**src/rtl/modport_accel.sv**
```systemverilog
// modport_accel: single-MAC, stride-1, "same"-padded 2-D convolution engine.
// Operands stream in y,x,co,ky,kx,ci order; results leave tagged with (x,y,ch).
module modport_accel #(
    parameter int DATA_WIDTH         = 8,
    parameter int ACCUMULATION_WIDTH = 32,
    parameter int FEATURE_MAP_WIDTH  = 8,
    parameter int FEATURE_MAP_HEIGHT = 8,
    parameter int INPUT_NB_CHANNELS  = 2,
    parameter int OUTPUT_NB_CHANNELS = 4,
    parameter int KERNEL_SIZE        = 3,
    parameter int OUTPUT_SHIFT       = 0,
    localparam int XW = (FEATURE_MAP_WIDTH > 1) ? $clog2(FEATURE_MAP_WIDTH) : 1,
    localparam int YW = (FEATURE_MAP_HEIGHT > 1) ? $clog2(FEATURE_MAP_HEIGHT) : 1,
    localparam int CW = (OUTPUT_NB_CHANNELS > 1) ? $clog2(OUTPUT_NB_CHANNELS) : 1
) (
    input  logic                  clk,
    input  logic                  arst_n,
    input  logic                  start,
    output logic                  running,
    input  logic [DATA_WIDTH-1:0] a_input,
    input  logic                  a_zero_flag,
    input  logic                  a_valid,
    output logic                  a_ready,
    input  logic [DATA_WIDTH-1:0] b_input,
    input  logic                  b_valid,
    output logic                  b_ready,
    output logic [DATA_WIDTH-1:0] output_data,
    output logic                  output_valid,
    output logic [XW-1:0]         output_x,
    output logic [YW-1:0]         output_y,
    output logic [CW-1:0]         output_ch
);

    localparam int AW      = ACCUMULATION_WIDTH;
    localparam int DW      = DATA_WIDTH;
    localparam int PW      = 2 * DATA_WIDTH;
    localparam int N_STEPS = KERNEL_SIZE * KERNEL_SIZE * INPUT_NB_CHANNELS;
    localparam int SW      = $clog2(N_STEPS + 1);

    localparam logic signed [AW-1:0] SAT_MAX = {{(AW-DW+1){1'b0}}, {(DW-1){1'b1}}};
    localparam logic signed [AW-1:0] SAT_MIN = ~SAT_MAX;

    typedef enum logic [1:0] {S_IDLE, S_MAC, S_EMIT} state_t;

    state_t               state_q, state_d;
    logic signed [AW-1:0] acc_q, acc_d;
    logic [SW-1:0]        step_q, step_d;
    logic [XW-1:0]        x_q, x_d, ox_q, ox_d;
    logic [YW-1:0]        y_q, y_d, oy_q, oy_d;
    logic [CW-1:0]        co_q, co_d, och_q, och_d;
    logic [DW-1:0]        data_q, data_d;
    logic                 valid_q, valid_d;

    logic [DW-1:0]        a_eff;
    logic signed [PW-1:0] prod;
    logic signed [AW-1:0] acc_sum, acc_shr;
    logic [DW-1:0]        sat_data;
    logic                 xfer, last_step, last_co, last_x, last_y;

    assign a_eff   = a_zero_flag ? '0 : a_input;
    assign prod    = $signed(a_eff) * $signed(b_input);
    assign acc_sum = acc_q + {{(AW-PW){prod[PW-1]}}, prod};
    assign acc_shr = acc_sum >>> OUTPUT_SHIFT;

    always_comb begin
        sat_data = acc_shr[DW-1:0];
        if (acc_shr > SAT_MAX) sat_data = SAT_MAX[DW-1:0];
        else if (acc_shr < SAT_MIN) sat_data = SAT_MIN[DW-1:0];
    end

    // Both operands move together or not at all.
    assign xfer      = (state_q == S_MAC) && a_valid && b_valid;
    assign last_step = step_q == SW'(N_STEPS - 1);
    assign last_co   = co_q == CW'(OUTPUT_NB_CHANNELS - 1);
    assign last_x    = x_q == XW'(FEATURE_MAP_WIDTH - 1);
    assign last_y    = y_q == YW'(FEATURE_MAP_HEIGHT - 1);

    always_comb begin
        state_d = state_q;
        acc_d   = acc_q;
        step_d  = step_q;
        x_d     = x_q;
        y_d     = y_q;
        co_d    = co_q;
        data_d  = data_q;
        valid_d = 1'b0;
        ox_d    = ox_q;
        oy_d    = oy_q;
        och_d   = och_q;
        unique case (state_q)
            S_IDLE: begin
                if (start) begin
                    state_d = S_MAC;
                    acc_d   = '0;
                    step_d  = '0;
                    x_d     = '0;
                    y_d     = '0;
                    co_d    = '0;
                end
            end
            S_MAC: begin
                if (xfer) begin
                    acc_d = acc_sum;
                    if (last_step) begin
                        state_d = S_EMIT;
                        step_d  = '0;
                        valid_d = 1'b1;
                        data_d  = sat_data;
                        ox_d    = x_q;
                        oy_d    = y_q;
                        och_d   = co_q;
                    end else begin
                        step_d = step_q + SW'(1);
                    end
                end
            end
            S_EMIT: begin
                acc_d   = '0;
                state_d = (last_co && last_x && last_y) ? S_IDLE : S_MAC;
                if (!last_co) begin
                    co_d = co_q + CW'(1);
                end else begin
                    co_d = '0;
                    if (!last_x) begin
                        x_d = x_q + XW'(1);
                    end else begin
                        x_d = '0;
                        y_d = last_y ? '0 : y_q + YW'(1);
                    end
                end
            end
            default: state_d = S_IDLE;
        endcase
    end

    always_ff @(posedge clk) begin
        if (arst_n) begin
            state_q <= S_IDLE;
            acc_q   <= '0;
            step_q  <= '0;
            x_q     <= '0;
            y_q     <= '0;
            co_q    <= '0;
            data_q  <= '0;
            valid_q <= 1'b0;
            ox_q    <= '0;
            oy_q    <= '0;
            och_q   <= '0;
        end else begin
            state_q <= state_d;
            acc_q   <= acc_d;
            step_q  <= step_d;
            x_q     <= x_d;
            y_q     <= y_d;
            co_q    <= co_d;
            data_q  <= data_d;
            valid_q <= valid_d;
            ox_q    <= ox_d;
            oy_q    <= oy_d;
            och_q   <= och_d;
        end
    end

    assign running      = state_q != S_IDLE;
    assign a_ready      = xfer;
    assign b_ready      = xfer;
    assign output_data  = data_q;
    assign output_valid = valid_q;
    assign output_x     = ox_q;
    assign output_y     = oy_q;
    assign output_ch    = och_q;

endmodule

```
**config.mk**
```make
export PLATFORM = sky130hd
export DESIGN_NAME = modport_accel
export DESIGN_NICKNAME = d
export VERILOG_FILES = /design/src/rtl/modport_accel.sv
export SDC_FILE = /design/constraint.sdc
export NUM_CORES = 1
export LEC_CHECK = 0
export CORE_ASPECT_RATIO = 1.4
export CORE_MARGIN = 2
export CORE_UTILIZATION = 30
export CTS_CLUSTER_DIAMETER = 200
export DETAILED_ROUTE_END_ITERATION = 16
export MAX_ROUTING_LAYER = met4
export PLACE_DENSITY = 0.43
export SLEW_MARGIN = 20
export SYNTH_ARGS = -nofsm -noshare
export SYNTH_HDL_FRONTEND = slang
export SYNTH_SLANG_ARGS = --single-unit
```
**constraint.sdc**
```tcl
create_clock -name clk -period 16 [get_ports clk]
set_clock_uncertainty 0.2 [all_clocks]
set_input_delay 3.2 -clock clk [delete_from_list [all_inputs] [get_ports clk]]
set_output_delay 3.2 -clock clk [all_outputs]
set_load 0.005 [all_outputs]
```
==> flow_summary_export.csv, run 1 <==
group,metric,value,unit
layout,final_net_count,1024,
sta,relSlewSlack,0.315,
critical_path,worst_setup_ep,"output_data[2]",
drt,avgRoutedWirePerCell,15.4,um
clock_network,cts_setup_buffers,0,
die,boundaryPins,42,
die,floorplan.die_area,0.0242,mm2
layout,flow.area_growth_from_synthesis,14.7,%
layout,n_antenna_cell,0,
critical_path,cp.required,16020,ps
critical_path,worst_path_largest_cell_delay,610,ps
synth,ys.flop_type,"sky130_fd_sc_hd__dfxtp_1",
drt,drt_iter0_drc,260,
sta,highest_clock_frequency_the_design_can_meet,81.6,MHz
die,horizontal_die_dimension,132,um
sta,drv_slew,0,
placement,detailed_place_hpwl,14600,um
layout,post-route-util,0.350,
placement,io_buffer_count,41,
sta,setup-tns-final,0,ps
critical_path,largest_fanout_of_any_net_on_the_critical_path,18,
global_route,grt_overflow_total,0,
critical_path,r2r_cells,12,
synth,synth_area_per_cell,8.15,um2
global_route,via_count_of_the_first_global_routing_pass,6091,
drt,totalWireLength,18300,um
die,row_count,65,
clock_network,clock_latency_on_the_worst_skew_pair,340,ps
pwr,power.density_cell_area,160,mW/mm2
critical_path,crit_path_start_kind,"primary input",
sta,setup_violations,0,
pwr,max-vdd-ir-drop,0.0000606,V
critical_path,worst_setup_path_startpoint,"a_zero_flag",
pwr,leakage,3.41,nW
synth,yosysWarnings,0,
layout,final-instance-count-excl-fill,1183,
sta,grt_setup_unrepaired,"false",
synth,synth_sequential_area_ratio,0.186,
synth,netlist_top_cells_area,"sky130_fd_sc_hd__dfxtp_1 19%, sky130_fd_sc_hd__fa_1 16%, sky130_fd_sc_hd__ha_1 13%",
synth,synthesis.area,0.00688,mm2
sta,time_the_final_worst_path_needs_with_i_o_delays_and_setup,12250,ps
global_route,grt_start_max_net_pins,62,
layout,fillers,2432,
synth,async_flop_share,0,
global_route,global_route_wire_length_before_repair,30500,um
placement,place.gp.congestion,0.854,
die,initial_core_util,0.305,
clock_network,cts_inserted_buffers,9,
clock_network,cts_max_level,3,
synth,synthDominantCellAreaShare,0.186,
placement,post-place-cells,1167,
clock_network,clock-root-buffer,"sky130_fd_sc_hd__clkbuf_16",
sta,tightestPinTransition,1010,ps
critical_path,cp_slowest_cell,"sky130_fd_sc_hd__a221oi_1",
synth,synthMostInstantiatedCell,"sky130_fd_sc_hd__inv_1",
clock_network,tritoncts,"done",
synth,synth.ff_latch_count,64,
drt,dr.pass1.iters,4,
critical_path,reg2reg_to,"output_data[2]",
synth,synth_top_cell_by_area,"sky130_fd_sc_hd__dfxtp_1",
critical_path,rrSetupSlack,11590,ps
synth,synth_enable_flop_cells,0,
die,die_h,183,um
status,result_of_the_run,"finished clean",
drt,drcViolationCount,0,
global_route,grt_antenna_before_repair,0,
critical_path,endpoint_kind,"register",
min_path,holdCritPathClass,"register to register",
drt,dr_total_vias,5750,
synth,count_of_cell_types_in_the_netlist,64,
drt,ant_nets,0,
clock_network,clk_pin_slew_worst_paths,60,ps
layout,multi_input_comb_area,0.00510,mm2
synth,synth_top_cells_by_count,"103 x sky130_fd_sc_hd__inv_1, 85 x sky130_fd_sc_hd__nor2_1, 69 x sky130_fd_sc_hd__ha_1",
clock_network,ctsResizeCount,0,
global_route,groute.usage.overall,0.163,
clock_network,cts-hold-fix-buffers,0,
clock_network,clk_path_buf_depth,2,
critical_path,critical_path_arrival,12270,ps
sta,hold_viol,0,
die,placeableCoreArea,0.0225,mm2
synth,syn-num-nets,991,
synth,gate_count_of_the_mapped_netlist,844,
job,max_cap_viol_count,0,
layout,register_area,0.00128,mm2
layout,drive_above_1_share,0.0351,
critical_path,worstReg2RegStart,"acc_q[11]",
sta,timing.final.crit_share,0.766,
drt,avgViaCountPerCell,4.86,
critical_path,criticalPathCategory,"primary input to register",
clock_network,sinks_on_clock_net,64,
[state kept, by name, summed over array words and instances, names as in the netlist]
register	flops
co_q	2
output_y	3
output_data	8
output_valid	1
state_q	2
x_q	3
output_x	3
acc_q	32
output_ch	2
y_q	3
step_q	5
[per-stage QoR]
step	power (mW)	cell area (um2)	hold WS, ps	setup WS, ps
after floorplan	0.861	6880	245	5380
after global placement	1.08	7580	243	3310
after detailed placement	1.07	7580	246	3300
after CTS	1.28	7890	254	3650
after global routing	1.39	7890	277	3140
final	1.26	7890	251	3750
[layout by cell type, fill, tap and decap left out, types with 4 or more instances in the layout]
cell	n
sky130_fd_sc_hd__inv_1	103
sky130_fd_sc_hd__nor2_1	85
sky130_fd_sc_hd__ha_1	69
sky130_fd_sc_hd__nand2_1	66
sky130_fd_sc_hd__a21oi_1	64
sky130_fd_sc_hd__dfxtp_1	64
sky130_fd_sc_hd__fa_1	56
sky130_fd_sc_hd__and2_1	49
sky130_fd_sc_hd__clkdlybuf4s50_1	40
sky130_fd_sc_hd__xnor2_1	34
sky130_fd_sc_hd__a22oi_1	27
sky130_fd_sc_hd__nor2b_1	21
sky130_fd_sc_hd__o21ai_0	19
sky130_fd_sc_hd__nand3_1	17
sky130_fd_sc_hd__nor3_1	15
sky130_fd_sc_hd__xor2_1	13
sky130_fd_sc_hd__a21o_1	10
sky130_fd_sc_hd__a211oi_1	9
sky130_fd_sc_hd__nand4_1	9
sky130_fd_sc_hd__clkbuf_16	9
sky130_fd_sc_hd__o2bb2ai_1	8
sky130_fd_sc_hd__o21a_1	7
sky130_fd_sc_hd__nand2b_1	6
sky130_fd_sc_hd__o21bai_1	6
sky130_fd_sc_hd__or3_1	5
sky130_fd_sc_hd__a31oi_1	4
sky130_fd_sc_hd__o21ai_1	4
sky130_fd_sc_hd__nor4_1	4
sky130_fd_sc_hd__clkbuf_8	4
sky130_fd_sc_hd__buf_4	4
[where the power goes]
group          switching (mW)  internal (mW)
clock network          0.0783          0.122
registers             0.00528          0.167
logic                   0.559          0.328
total                   0.643          0.616
[kinds of logic after synthesis]
| kind of cell | Yosys count | share of synthesized area |
|---|---|---|
| flops | 64 | 0.186 |
| simple gates | 296 | 0.212 |
| xor+xnor | 47 | 0.0598 |
| buf+inv | 127 | 0.0726 |
| fa+ha+maj | 125 | 0.288 |
| compound gates | 181 | 0.174 |
| mux | 4 | 0.00600 |
[layer usage]
metal,up-vias,part of all wire,GRT usage
li1,2910,-,-
met1,2722,0.40,0.166
met2,81,0.55,0.315
met3,37,0.017,0.0149
met4,0,0.031,0.0683
met5,-,0,-
[final cells by class]
cell class                      instances  area share
Multi-Input combinational cell        653       0.647
Sequential cell                        64       0.162
Timing Repair Buffer                   45      0.0552
Inverter                              104      0.0495
Tap cell                              301      0.0477
Clock buffer                           13      0.0355
Clock inverter                          3     0.00301
[worst min path at each step]
stage / startpoint / cells after the start / end
floorplan: x_q[1] / 2 / output_x[1]
global placement: output_ch[1] / 2 / output_ch[1]
detailed placement: output_y[2] / 2 / output_y[2]
CTS: output_y[2] / 2 / output_y[2]
global route: output_x[2] / 2 / output_x[2]
finish: output_y[2] / 2 / output_y[2]
[worst max-delay path: cells and delay by family]
family	cells	cell delay [ps]
buffers and inverters	5	1120
and+or+nand+nor	6	1710
AOI/OAI and AO/OA	11	2710
adders and majority gates	6	2910
xor gates and xnor gates	2	580
Power figures use the tool's default switching activity.
==> run 2: changes to the inputs <==
clock period = 12.5 ns   (was 16 ns; I/O delays follow)
==> run 2 against run 1 <==
Against the previous run:
- clock power increased by 23%
- critical path type unchanged
- combinational power increased by 31%
- critical path depth decreased by 1
- global-route usage decreased by 0.13 points
- utilization about the same
- critical endpoint unchanged
- wire length increased by 0.27%
- total power increased by 29%
- first-iteration DRC count decreased by 20%
- non-clock buffer count increased by 3
- largest cell class unchanged
- via count increased by 0.82%
==> flow_summary_export.csv, run 2 (synthesis results as in run 1) <==
group,metric,value,unit
layout,largest-register,"acc_q",
layout,register_area,0.00128,mm2
drt,dr_total_vias,5797,
sta,relSlewSlack,0.368,
layout,drive_above_1_share,0.0340,
sta,hold_viol,0,
status,result_of_the_run,"finished clean",
die,horizontal_die_dimension,132,um
critical_path,cp_slowest_cell,"sky130_fd_sc_hd__a221oi_1",
pwr,leakage,3.41,nW
job,max_cap_viol_count,0,
die,die_h,183,um
sta,tightestPinTransition,935,ps
pwr,max-vdd-ir-drop,0.0000903,V
sta,highest_clock_frequency_the_design_can_meet,89.3,MHz
global_route,groute.usage.overall,0.161,
min_path,holdCritPathClass,"register to register",
clock_network,cts_setup_buffers,0,
drt,drt_iter0_drc,209,
critical_path,r2r_cells,12,
placement,io_buffer_count,41,
layout,largest_register_ff_count,32,
drt,ant_nets,0,
global_route,global_route_wire_length_before_repair,30400,um
sta,timing.final.crit_share,0.896,
global_route,grt_antenna_before_repair,0,
critical_path,endpoint_kind,"register",
sta,setup_violations,0,
drt,dr.pass1.iters,6,
global_route,grt_start_max_net_pins,62,
drt,totalWireLength,18300,um
critical_path,critical_path_arrival,11220,ps
clock_network,clk_pin_slew_worst_paths,60,ps
placement,detailed_place_hpwl,14600,um
clock_network,clock_latency_on_the_worst_skew_pair,340,ps
sta,grt_setup_unrepaired,"false",
drt,drcViolationCount,0,
clock_network,clock-root-buffer,"sky130_fd_sc_hd__clkbuf_16",
layout,most_common_cell_after_layout_fill_and_taps_aside,"sky130_fd_sc_hd__inv_1",
clock_network,cts-hold-fix-buffers,0,
layout,flow.area_growth_from_synthesis,14.6,%
critical_path,largest_fanout_of_any_net_on_the_critical_path,18,
layout,final-instance-count-excl-fill,1184,
pwr,power.density_cell_area,206,mW/mm2
layout,multi_input_comb_area,0.00510,mm2
layout,n_antenna_cell,0,
clock_network,tritoncts,"done",
layout,most-common-layout-cells,"103 x sky130_fd_sc_hd__inv_1, 85 x sky130_fd_sc_hd__nor2_1, 69 x sky130_fd_sc_hd__ha_1, 66 x sky130_fd_sc_hd__nand2_1",
global_route,via_count_of_the_first_global_routing_pass,6162,
clock_network,sinks_on_clock_net,64,
drt,avgViaCountPerCell,4.90,
sta,time_the_final_worst_path_needs_with_i_o_delays_and_setup,11200,ps
critical_path,criticalPathCategory,"primary input to register",
layout,fillers,2408,
critical_path,worst_path_largest_cell_delay,620,ps
die,boundaryPins,42,
layout,final_net_count,1027,
sta,setup-tns-final,0,ps
clock_network,clk_path_buf_depth,2,
die,floorplan.die_area,0.0242,mm2
sta,drv_slew,0,
placement,post-place-cells,1170,
die,row_count,65,
min_path,hold-path-cell-count,2,
clock_network,ctsResizeCount,0,
clock_network,cts_inserted_buffers,9,
die,placeableCoreArea,0.0225,mm2
critical_path,crit_path_start_kind,"primary input",
global_route,grt_overflow_total,0,
drt,avgRoutedWirePerCell,15.5,um
placement,place.gp.congestion,0.872,
critical_path,cp.required,12520,ps
clock_network,cts_max_level,3,
die,initial_core_util,0.305,
-- run 2: where the power goes --
part	switching [mW]	internal, mW
Combinational	0.722	0.439
Clock	0.0950	0.152
Sequential	0.00649	0.213
Total	0.824	0.804
-- run 2: metrics by stage --
| step | setup WS [ps] | utilization | hold slack [ps] | power [mW] | cell area, um2 |
|---|---|---|---|---|---|
| after detailed placement | 826 | 0.338 | 247 | 1.39 | 7610 |
| after global placement | 814 | 0.338 | 243 | 1.40 | 7610 |
| final | 1300 | 0.350 | 251 | 1.63 | 7880 |
| after floorplan | 2580 | - | 245 | 1.10 | 6880 |
| after global routing | 520 | 0.350 | 278 | 1.79 | 7880 |
| after CTS | 1170 | 0.350 | 254 | 1.65 | 7880 |
-- run 2: final cells by class --
| class | instances | area share |
|---|---|---|
| clock buffers | 11 | 0.0295 |
| clock inverters | 3 | 0.00571 |
| inverters | 104 | 0.0495 |
| multi-input cells | 653 | 0.647 |
| flip-flops and latches | 64 | 0.163 |
| well taps | 301 | 0.0478 |
| repair buffers | 48 | 0.0581 |
-- run 2: critical path, delay by kind of cell --
| family | cells | cell delay, ps |
|---|---|---|
| AND/OR/NAND/NOR | 6 | 1820 |
| adder cells (fa/ha/maj) | 6 | 2740 |
| AO/OA/AOI/OAI | 9 | 2210 |
| buffers and inverters | 6 | 1240 |
| XOR/XNOR | 2 | 700 |
-- run 2: worst paths after layout --
check,startpoint,endpoint,slack (ps)
worst min register to register,output_y[2],output_y[2],250
worst max-delay path,a_zero_flag,output_data[2],1300
worst max register to register,acc_q[11],output_data[2],8110
worst min-delay path,output_y[2],output_y[2],250
-- run 2: per-layer routing --
layer / GRT usage / vias to the layer above / wire length, um
met1: 0.160 / 2738 / 7080
li1: - / 2920 / -
met4: 0.0643 / 0 / 586
met5: - / - / 0
met2: 0.318 / 105 / 10100
met3: 0.0174 / 34 / 597
==> run 3: changes to the inputs <==
PLACE_DENSITY = 0.45   (was 0.43)
clock period = 10.2 ns   (was 12.5 ns; I/O delays follow)
==> run 3 against run 2 <==
Against the previous run:
- sequential cell count unchanged
- global-route usage about the same
- sequential power up 22%
- final cell count rose by 8.5%
- worst hold slack lost 0.73 ps
- largest cell class unchanged
- sequential share of layout area decreased by 1.5 points
- wire length decreased by 0.55%
- critical path depth down 3
==> flow_summary_export.csv, run 3 (synthesis results as in run 1) <==
group,metric,value,unit
pwr,leakage,3.93,nW
sta,drv_slew,0,
die,floorplan.die_area,0.0242,mm2
drt,dr.pass1.iters,4,
global_route,grt_start_max_net_pins,62,
min_path,hold-path-cell-count,2,
layout,n_antenna_cell,0,
layout,most-common-layout-cells,"106 x sky130_fd_sc_hd__buf_4, 103 x sky130_fd_sc_hd__inv_1, 85 x sky130_fd_sc_hd__nor2_1, 69 x sky130_fd_sc_hd__ha_1, 66 x sky130_fd_sc_hd__nand2_1",
critical_path,criticalPathCategory,"primary input to register",
layout,drive_above_1_share,0.146,
global_route,via_count_of_the_first_global_routing_pass,6496,
critical_path,number_of_buffer_and_inverter_stages_on_the_critical_path,3,
clock_network,cts_max_level,3,
die,row_count,65,
layout,most_common_cell_after_layout_fill_and_taps_aside,"sky130_fd_sc_hd__buf_4",
clock_network,tritoncts,"done",
placement,io_buffer_count,41,
global_route,grt_overflow_total,0,
drt,drcViolationCount,0,
sta,time_the_final_worst_path_needs_with_i_o_delays_and_setup,9730,ps
min_path,holdCritPathClass,"register to register",
critical_path,largest_fanout_of_any_net_on_the_critical_path,8,
critical_path,cp_top_family,"adder cells",
critical_path,cp_slowest_cell,"sky130_fd_sc_hd__fa_1",
placement,detailed_place_hpwl,14900,um
drt,drt_iter0_drc,169,
die,die_h,183,um
placement,post-place-cells,1269,
layout,largest_register_ff_count,32,
clock_network,cts-hold-fix-buffers,0,
pwr,max-vdd-ir-drop,0.000116,V
layout,flow.area_growth_from_synthesis,26.2,%
critical_path,critical_path_arrival,9750,ps
sta,setup_violations,0,
sta,relSlewSlack,0.530,
pwr,power.density_cell_area,269,mW/mm2
critical_path,library_cell_appearing_most_often_on_the_critical_path,"sky130_fd_sc_hd__fa_1",
clock_network,sinks_on_clock_net,64,
clock_network,clk_pin_slew_worst_paths,60,ps
critical_path,crit_path_start_kind,"primary input",
placement,placement.cell_area,0.00835,mm2
global_route,groute.usage.overall,0.161,
sta,highest_clock_frequency_the_design_can_meet,103,MHz
critical_path,worst_path_largest_cell_delay,560,ps
critical_path,worstSetupPathDepth,26,
die,placeableCoreArea,0.0225,mm2
clock_network,clk_path_buf_depth,2,
critical_path,cp.required,10220,ps
clock_network,clock-root-buffer,"sky130_fd_sc_hd__clkbuf_16",
layout,final_net_count,1126,
drt,dr_total_vias,6087,
drt,ant_nets,0,
clock_network,cts_inserted_buffers,9,
critical_path,r2r_cells,12,
drt,totalWireLength,18200,um
placement,place_worst_setup_slack,-147,ps
job,max_cap_viol_count,0,
global_route,grt_antenna_before_repair,0,
sta,timing.final.crit_share,0.954,
layout,largest-register,"acc_q",
drt,avgRoutedWirePerCell,14.2,um
sta,hold_viol,0,
die,initial_core_util,0.305,
pwr,finalPower,2.34,mW
sta,tightestPinTransition,706,ps
global_route,global_route_wire_length_before_repair,30700,um
sta,setup-tns-final,0,ps
layout,design_area,0.00868,mm2
sta,grt_setup_unrepaired,"false",
clock_network,ctsResizeCount,0,
critical_path,endpoint_kind,"register",
clock_network,cts_setup_buffers,0,
clock_network,clock_latency_on_the_worst_skew_pair,330,ps
placement,place.gp.congestion,0.844,
die,horizontal_die_dimension,132,um
drt,avgViaCountPerCell,4.74,
status,result_of_the_run,"finished clean",
die,boundaryPins,42,
layout,final-instance-count-excl-fill,1285,
sta,worst_slack,469,ps
-- run 3: tightest hold or removal path: cells and delay by family (launching register included) --
kind             cells  cell delay [ps]
AO/OA/AOI/OAI        1               50
AND/OR/NAND/NOR      1               50
flip-flops           1              310
-- run 3: layout make-up --
type,instances,area (um2)
Tap cell,301,377
Timing Repair Buffer,147,1200
Sequential cell,64,1280
Multi-Input combinational cell,653,5150
Inverter,104,390
Clock inverter,6,43.8
Clock buffer,10,239
Fill cell,2378,13800
-- run 3: path summary, 6_finish.rpt --
path	start	slack, ps	to
worst max-delay path	a_input[3]	470	output_data[2]
worst min-delay path	output_y[2]	250	output_y[2]
worst max register to register	acc_q[6]	5870	output_data[2]
worst min register to register	output_y[2]	250	output_y[2]
-- run 3: routing by layer --
metal,global-route usage,up-vias,wire length (um)
met4,0.0665,0,655
li1,-,3123,-
met1,0.164,2827,7360
met3,0.0188,40,393
met5,-,-,0
met2,0.309,97,9800
-- run 3: through the flow --
step           hold WS (ps)  utilization
4_1_cts                 254        0.383
2_1_floorplan           245            -
5_1_grt                 278        0.385
3_3_place_gp            242        0.371
3_5_place_dp            246        0.371
6_report                251        0.385
-- run 3: power by group --
group          switching [mW]  leakage (nW)  internal [mW]
sequential            0.00770         0.517          0.261
clock                   0.123         0.139          0.172
combinational           0.959          3.27          0.812
total                    1.09          3.93           1.25
